**src/rtl/stk_pkg.sv**
```systemverilog
// Shared types and sizing for the descriptor-stack return path.
// DL_QUAR_CYCLES only matters when STK_PIPE_DL_QUARANTINE_EN is defined.
package stk_pkg;

   localparam int PTR_W          = 8;
   localparam int DL_Q_N         = 4;
   localparam int DL_QUAR_CYCLES = 3;

   localparam int DL_IDX_W = (DL_Q_N > 1) ? $clog2(DL_Q_N) : 1;
   localparam int DL_CNT_W = $clog2(DL_Q_N + 1);
   localparam int DL_AGE_W = (DL_QUAR_CYCLES > 0) ? $clog2(DL_QUAR_CYCLES + 1) : 1;

   typedef logic [PTR_W-1:0]    ptr_t;
   typedef logic [DL_IDX_W-1:0] dl_idx_t;
   typedef logic [DL_CNT_W-1:0] dl_cnt_t;
   typedef logic [DL_AGE_W-1:0] dl_age_t;

   // Ring index advance; DL_Q_N need not be a power of two.
   function automatic dl_idx_t dl_next_idx(input dl_idx_t idx);
      return (idx == DL_IDX_W'(DL_Q_N - 1)) ? '0 : idx + 1'b1;
   endfunction

endpackage

```
**src/rtl/stk_pipe_dl_q.sv**
```systemverilog
// Return-queue FIFO: DL_Q_N pointer entries, ring indices and occupancy count.
// Latency: write visible at head the next cycle. Backpressure: full/empty from registered count.
// Index ports exist only when STK_PIPE_DL_QUARANTINE_EN is defined (age tracking needs them).
module stk_pipe_dl_q
   import stk_pkg::*;
(
   input  logic    clk,
   input  logic    arst_n,
   input  logic    wr_en,
   input  ptr_t    wr_ptr,
   input  logic    rd_en,
   output ptr_t    rd_ptr,
`ifdef STK_PIPE_DL_QUARANTINE_EN
   output dl_idx_t wr_idx,
   output dl_idx_t rd_idx,
`endif
   output logic    full,
   output logic    empty
);

   ptr_t    mem [DL_Q_N];
   dl_idx_t wr_q;
   dl_idx_t rd_q;
   dl_cnt_t count;

   // Storage carries no reset; validity is tracked solely by count.
   always_ff @(posedge clk) begin
      if (wr_en) begin
         mem[wr_q] <= wr_ptr;
      end
   end

   always_ff @(posedge clk or negedge arst_n) begin
      if (!arst_n) begin
         wr_q  <= '0;
         rd_q  <= '0;
         count <= '0;
      end else begin
         if (wr_en) begin
            wr_q <= dl_next_idx(wr_q);
         end
         if (rd_en) begin
            rd_q <= dl_next_idx(rd_q);
         end
         if (wr_en && !rd_en) begin
            count <= count + 1'b1;
         end else if (!wr_en && rd_en) begin
            count <= count - 1'b1;
         end
      end
   end

   assign rd_ptr = mem[rd_q];
   assign full   = (count == DL_CNT_W'(DL_Q_N));
   assign empty  = (count == '0);

`ifdef STK_PIPE_DL_QUARANTINE_EN
   assign wr_idx = wr_q;
   assign rd_idx = rd_q;
`endif

endmodule

```
**src/rtl/stk_pipe_dl.sv**
```systemverilog
// Deferred-free return path: queues freed pointers and hands them back to the allocator in order.
// Latency: write-to-o_dealloc_vld 2 cycles, DL_QUAR_CYCLES+2 with STK_PIPE_DL_QUARANTINE_EN.
// Backpressure: o_dl_busy when the queue is full; writes presented while busy are dropped.
module stk_pipe_dl
   import stk_pkg::*;
(
   input  logic clk,
   input  logic arst_n,
   input  logic i_dl_vld,
   input  ptr_t i_dl_ptr,
   output logic o_dl_busy,
   output logic o_dl_empty,
   output logic o_dealloc_vld,
   output ptr_t o_dealloc_ptr
);

   logic wr_en;
   logic rd_en;
   logic q_full;
   logic q_empty;
   ptr_t head_ptr;

`ifdef STK_PIPE_DL_QUARANTINE_EN
   dl_idx_t wr_idx;
   dl_idx_t rd_idx;
   dl_age_t age [DL_Q_N];
`endif

   assign wr_en = i_dl_vld && !q_full;

   stk_pipe_dl_q u_q (
      .clk    (clk),
      .arst_n (arst_n),
      .wr_en  (wr_en),
      .wr_ptr (i_dl_ptr),
      .rd_en  (rd_en),
      .rd_ptr (head_ptr),
`ifdef STK_PIPE_DL_QUARANTINE_EN
      .wr_idx (wr_idx),
      .rd_idx (rd_idx),
`endif
      .full   (q_full),
      .empty  (q_empty)
   );

`ifdef STK_PIPE_DL_QUARANTINE_EN
   // Ages of idle slots also count up; harmless since only a valid head is examined.
   always_ff @(posedge clk or negedge arst_n) begin
      if (!arst_n) begin
         for (int i = 0; i < DL_Q_N; i++) begin
            age[i] <= '0;
         end
      end else begin
         for (int i = 0; i < DL_Q_N; i++) begin
            if (wr_en && (wr_idx == DL_IDX_W'(i))) begin
               age[i] <= '0;
            end else if (age[i] != DL_AGE_W'(DL_QUAR_CYCLES)) begin
               age[i] <= age[i] + 1'b1;
            end
         end
      end
   end

   assign rd_en = !q_empty && (age[rd_idx] == DL_AGE_W'(DL_QUAR_CYCLES));
`else
   assign rd_en = !q_empty;
`endif

   always_ff @(posedge clk or negedge arst_n) begin
      if (!arst_n) begin
         o_dealloc_vld <= 1'b0;
         o_dealloc_ptr <= '0;
      end else begin
         o_dealloc_vld <= rd_en;
         if (rd_en) begin
            o_dealloc_ptr <= head_ptr;
         end
      end
   end

   assign o_dl_busy  = q_full;
   assign o_dl_empty = q_empty;

   a_no_write_when_busy: assert property (@(posedge clk) disable iff (!arst_n)
                                          !(i_dl_vld && o_dl_busy))
      else $error("stk_pipe_dl: pointer write dropped while busy");

endmodule

```
**config.mk**
```make
export PLATFORM = sky130hd
export DESIGN_NAME = stk_pipe_dl
export DESIGN_NICKNAME = d
export VERILOG_FILES = /design/src/rtl/stk_pkg.sv /design/src/rtl/stk_pipe_dl_q.sv /design/src/rtl/stk_pipe_dl.sv
export SDC_FILE = /design/constraint.sdc
export NUM_CORES = 1
export LEC_CHECK = 0
export ABC_AREA = 1
export CORE_MARGIN = 1
export CORE_UTILIZATION = 25
export DETAILED_ROUTE_END_ITERATION = 7
export SETUP_SLACK_MARGIN = 0.5
export SYNTH_ARGS = -nofsm -noshare
export SYNTH_HDL_FRONTEND = slang
export SYNTH_SLANG_ARGS = --single-unit
```
**constraint.sdc**
```tcl
create_clock -name clk -period 2.1 [get_ports clk]
set_clock_uncertainty 0.05 [all_clocks]
set_input_delay 0.315 -clock clk [delete_from_list [all_inputs] [get_ports clk]]
set_output_delay 0.315 -clock clk [all_outputs]
set_load 0.05 [all_outputs]
```
==> results of run 1 <==
## kinds of logic after synthesis
kind of cell | synth area share
compound gates | 0.0163
xor+xnor | 0.00816
fa+ha+maj | 0.0350
buf+inv | 0.104
flops | 0.634
simple gates | 0.203
## report_power, final
part	internal, uW	switching [uW]
Sequential	1310	163
Combinational	573	1130
Clock	301	287
## layout make-up
cell class / instances / area share
Inverter: 47 / 0.0680
Tap cell: 105 / 0.0499
Clock buffer: 7 / 0.0371
Timing Repair Buffer: 32 / 0.111
Multi-Input combinational cell: 116 / 0.216
Sequential cell: 48 / 0.518
## cells in the mapped netlist
| master | number |
|---|---|
| clkinv_1 | 1 |
| a21boi_2 | 1 |
| buf_6 | 3 |
| nand4_1 | 1 |
| nor2_8 | 1 |
| xnor2_1 | 1 |
| nand3_1 | 18 |
| o21ai_0 | 3 |
| edfxtp_1 | 32 |
| o21ai_2 | 1 |
| nand2_1 | 74 |
| inv_2 | 2 |
| ha_1 | 6 |
| xor2_1 | 1 |
| inv_1 | 43 |
| dfrtp_1 | 16 |
| nand2_4 | 1 |
| nor2_1 | 8 |
| inv_4 | 1 |
| buf_2 | 2 |
## flip-flops by register name, indices dropped and copies added (netlist names)
name,count
u_q.count,3
u_q.mem,32
u_q.rd_q,2
u_q.wr_q,2
o_dealloc_ptr,8
o_dealloc_vld,1
## worst min path at each step
stage | endpoint | cells after the start
final | u_q.wr_q[0]$_DFFE_PN0P_ | 2
after global routing | o_dealloc_ptr[2]$_DFFE_PN0P_ | 2
after CTS | u_q.count[0]$_DFFE_PN0P_ | 2
after detailed placement | o_dealloc_ptr[4]$_DFFE_PN0P_ | 2
after global placement | o_dealloc_ptr[3]$_DFFE_PN0P_ | 2
after floorplan | o_dealloc_ptr[0]$_DFFE_PN0P_ | 0
## critical path: cells and delay by family, from the launching register on
kind | cells | cell delay, ns
DFF | 1 | 0.44
buffers and inverters | 2 | 0.24
and+or+nand+nor | 2 | 0.21
## repair_timing
item | in CTS | in global routing
gates resized for setup | 10 | 10
pin swaps | 1 | 1
gates cloned | 0 | 0
endpoints found under the hold margin | 0 | 0
setup endpoints to repair | 11 | 39
setup buffers | 1 | 3
## metrics by stage
step,utilization,hold WS [ns],setup WS [ns]
floorplan,-,-0.0306,0.496
global placement,0.302,0.417,0.287
detailed placement,0.302,0.421,0.255
CTS,0.314,0.283,0.511
global route,0.319,0.292,0.489
finish,0.319,0.277,0.542
## routing by layer
metal | vias to the layer above | share of wire | GRT usage
met1 | 608 | 0.48 | 0.119
met5 | - | 0 | 0
met3 | 5 | 0.042 | 0.0338
li1 | 729 | - | -
met4 | 0 | 0.017 | 0.0379
met2 | 23 | 0.46 | 0.150
==> reports/qor.csv, run 1 <==
metric,value,unit
status,"complete, no violations",
endpoint,o_dl_empty,
vias,1365,
rows,33,
post-route-min-period,1.56,ns
fillCellCount,859,
dp_cells,344,
drive_gt1_frac,0.124,
synth-seq-cells,48,
timing.rr.end,u_q.count[1]$_DFFE_PN0P_,
post-route-drc-count,0,
slew_viol_final,0,
endpoint_kind,output port,
grt_pass1_wl,6.32,mm
synth_area,2150,um^2
numPortBuffers,21,
fin_cells,355,
startpoint_type,flop,
drt-vias-per-instance,3.85,
cap_violations,0,
fin_nets,267,
setup_viol,0,
fin_crit_sh,0.742,
grt_pass1_vias,1320,
diodes,0,
crit_path_start,u_q.count[0]$_DFFE_PN0P_,
cts_tree,yes,
core,8260,um^2
reg2reg_depth,7,
cts_root_buf,clkbuf_8,
max_slew.worst_pin.slew,0.485,ns
powerDensity,1430,nW/um^2
start_util,0.260,
max_stage_delay,0.44,ns
grt_usage,0.0954,
numCtsBuffers,5,
area_delta_synth_final,22.6,%
synth_nets,233,
ys_seq_area_frac,0.634,
yosysUniqueCellTypes,20,
io_pins,22,
drt_iter0_drc,51,
holdCritPathClass,input port to asynchronous set/reset pin,
grt_overflow_total,0,
finalSetupTns,0,ns
worstPathRequired,1.74,ns
power.leakage,0.00124,uW
synth_top_area_share,0.448,
cts_buffer_depth,2,
place_congestion,0.683,
rrSetupSlack,0.60,ns
placedInstanceArea,2490,um^2
ir_drop,251,uV
multi_input_area,568,um^2
die_area,8960,um^2
rr_startpoint,u_q.count[0]$_DFFE_PN0P_,
antenna_found_initial,0,
cts_hold_buf,0,
final_cell_area,2630,um^2
die_h,94.7,um
slew_headroom,0.678,
yosysTopAreaCell,edfxtp_1,
ant_nets,0,
synth_area_leaders,"edfxtp_1, dfrtp_1, nand2_1, inv_1, nand3_1",
worstSetupPathType,flop to output port,
ys_warn_count,0,
critPathArrivalTime,1.19,ns
syn_area_per_cell,9.94,um^2
final_cell_mix,"nand2_1, inv_1, edfxtp_1",
crit_fanout,4,
final_common_cell,nand2_1,
clk_latency,0.30,ns
grt_max_degree,18,
htree_levels,2,
p_total,3760,uW
hold_violations,0,
wirelength,3.74,mm
routedWlPerCell,10.5,um
clkTransAtPathRegs,0.08,ns
hpwl,2.76,mm
seqCellArea,1360,um^2
cp_cell_sequence,inv_2 -> nand2_4 -> nor2_8 -> buf_8,
syn_inst,216,
rsz0062_at_grt,no,
die_w,94.7,um
drtPass1Iterations,4,
max_freq,642,MHz
cp_slowest_cell,dfrtp_2,
clock-sinks,48,
(Power assumes the default switching activity.)
==> run 2: changes to the inputs <==
clock period = 1.5 ns   (was 2.1 ns; I/O delays follow)
==> run 2 against run 1 <==
- the run now ends with setup timing left
- sequential share of layout area shrank 6.2 points
- count of clock-buffer cells in the layout is 2 lower
- first-iteration DRC count grew 39%
- register-to-register slack worse by 0.58 ns
- critical path depth grew 1
- flip-flop and latch count did not move
- routed wire length increased by 1.7%
- critical path type unchanged
- largest cell class unchanged
==> reports/qor.csv, run 2 (synthesis gave the netlist of run 1 again) <==
metric,value,unit,change
antenna_found_initial,0,,unchanged
vias,1442,,was 1365
multi_input_area,672,um^2,was 568 um^2
hold_violations,0,,unchanged
slew_headroom,0.807,,was 0.678
place_ws,-0.173,ns,was 0.255 ns
start_util,0.260,,unchanged
numCtsBuffers,5,,unchanged
cp_cell_sequence,inv_2 -> nand2_4 -> nor2_8 -> buf_8 -> buf_12,,was inv_2 -> nand2_4 -> nor2_8 -> buf_8
largest-register,u_q.mem,,unchanged
max_stage_delay,0.43,ns,was 0.44 ns
ant_nets,0,,unchanged
htree_levels,2,,unchanged
diodes,0,,unchanged
fin_crit_sh,1.01,,
rsz0062_at_grt,yes,,was no
worstPathRequired,1.22,ns,was 1.74 ns
cp_slowest_cell,dfrtp_1,,was dfrtp_2
area_delta_synth_final,39.0,%,was 22.6%
crit_fanout,4,,unchanged
power.leakage,0.00139,uW,was 0.00124 uW
clock-sinks,48,,unchanged
slew_viol_final,0,,unchanged
fillCellCount,819,,was 859
clkTransAtPathRegs,0.09,ns,was 0.08 ns
max_slew.worst_pin.slew,0.289,ns,was 0.485 ns
core,8260,um^2,unchanged
max_freq,661,MHz,
rows,33,,unchanged
startpoint_type,flop,,unchanged
cts_hold_buf,0,,unchanged
grt_max_degree,18,,unchanged
routedWlPerCell,10.3,um,was 10.5 um
cap_violations,0,,unchanged
p_total,6350,uW,was 3760 uW
drive_gt1_frac,0.277,,was 0.124
reg.largest.list,"u_q.mem (32), o_dealloc_ptr (8), u_q.count (3)",,unchanged
place_congestion,0.733,,was 0.683
die_w,94.7,um,unchanged
endpoint_kind,output port,,unchanged
hpwl,2.84,mm,was 2.76 mm
final_cell_mix,"nand2_1, inv_1, edfxtp_1",,unchanged
holdCritPathClass,input port to asynchronous set/reset pin,,unchanged
hold-worst-slack,0.174,ns,was 0.277 ns
wirelength,3.80,mm,was 3.74 mm
seqCellArea,1360,um^2,about the same
fin_nets,280,,was 267
worstSetupPathType,flop to output port,,unchanged
cts_tree,yes,,unchanged
finalSetupTns,-0.0121,ns,was 0 ns
powerDensity,2130,nW/um^2,was 1430 nW/um^2
violations,setup timing,,
grt_pass1_wl,6.46,mm,was 6.32 mm
ir_drop,568,uV,was 251 uV
grt_pass1_vias,1398,,was 1320
critPathArrivalTime,1.24,ns,was 1.19 ns
cts_root_buf,clkbuf_8,,unchanged
setup_viol,1,,was 0
cts_buffer_depth,2,,unchanged
drt-vias-per-instance,3.91,,was 3.85
largest_reg_flops,32,,unchanged
die_area,8960,um^2,unchanged
die_h,94.7,um,unchanged
status,"complete, but fails checks",,"was complete, no violations"
grt_overflow_total,0,,unchanged
numPortBuffers,21,,unchanged
setup_slack,-0.0121,ns,was 0.542 ns
grt_usage,0.0956,,was 0.0954
clk_latency,0.30,ns,about the same
io_pins,22,,unchanged
post-route-drc-count,0,,unchanged
drtPass1Iterations,4,,unchanged
final_common_cell,nand2_1,,unchanged
post-route-min-period,1.51,ns,
drt_iter0_drc,71,,was 51
## run 2: cell count changes in the layout (fill, tap and decap cells not counted), moves of 6 or more
cell and change:
nand2_2 +7, buf_12 +12, buf_4 +8, nand2_1 -11, dlygate4sd2_1 -6
## run 2: final timing paths
path	startpoint	endpoint	slack, ns	cells past startpoint
max	u_q.count[0]$_DFFE_PN0P_	o_dl_empty	-0.01	5
max reg2reg	u_q.count[0]$_DFFE_PN0P_	u_q.count[1]$_DFFE_PN0P_	0.02	6
min reg2reg	o_dealloc_ptr[7]$_DFFE_PN0P_	o_dealloc_ptr[7]$_DFFE_PN0P_	0.53	2
min	arst_n	u_q.count[0]$_DFFE_PN0P_	0.17	2
max in group asynchronous	arst_n	o_dealloc_ptr[0]$_DFFE_PN0P_	1.04	2
min in group clk	i_dl_ptr[6]	u_q.mem[3][6]$_DFFE_PP_	0.53	1
## run 2: critical path, delay by kind of cell, from the launching register on
family / cells / cell delay, ns
DFF: 1 / 0.43
buffers and inverters: 3 / 0.33
and+or+nand+nor: 2 / 0.17
## run 2: report_power, final
group | switching (uW) | leakage (uW) | internal (uW)
Sequential | 268 | 0.000482 | 1830
Clock | 453 | 0.0000452 | 340
Combinational | 1870 | 0.000858 | 1580
Total | 2590 | 0.00139 | 3760
## run 2: final cells by class
cell class / instances / share of cell area
flip-flops and latches: 48 / 0.456
clock inverters: 3 / 0.00838
inverters: 47 / 0.0641
multi-input cells: 116 / 0.225
well taps: 105 / 0.0440
repair buffers: 45 / 0.179
clock buffers: 5 / 0.0231
## run 2: routing by layer
metal  share of wire  GRT usage  vias up
li1                -          -      752
met1            0.48      0.123      663
met2            0.46      0.152       21
met3           0.040     0.0338        6
met4           0.011     0.0265        0
met5               0          0        -
## run 2: per-stage QoR
| stage | instance area, um^2 | utilization | cells |
|---|---|---|---|
| finish | 2990 | 0.362 | 369 |
| global route | 2990 | 0.362 | 369 |
| CTS | 2940 | 0.356 | 367 |
| detailed placement | 2670 | 0.323 | 344 |
| global placement | 2670 | 0.323 | 344 |
| floorplan | 2210 | - | 216 |
## run 2: repair_timing
action / CTS / global route
gates resized for setup: 18 / 8
pin swaps: 5 / 7
setup buffers: 15 / 2
setup endpoints to repair: 59 / 59
endpoints found under the hold margin: 0 / 0
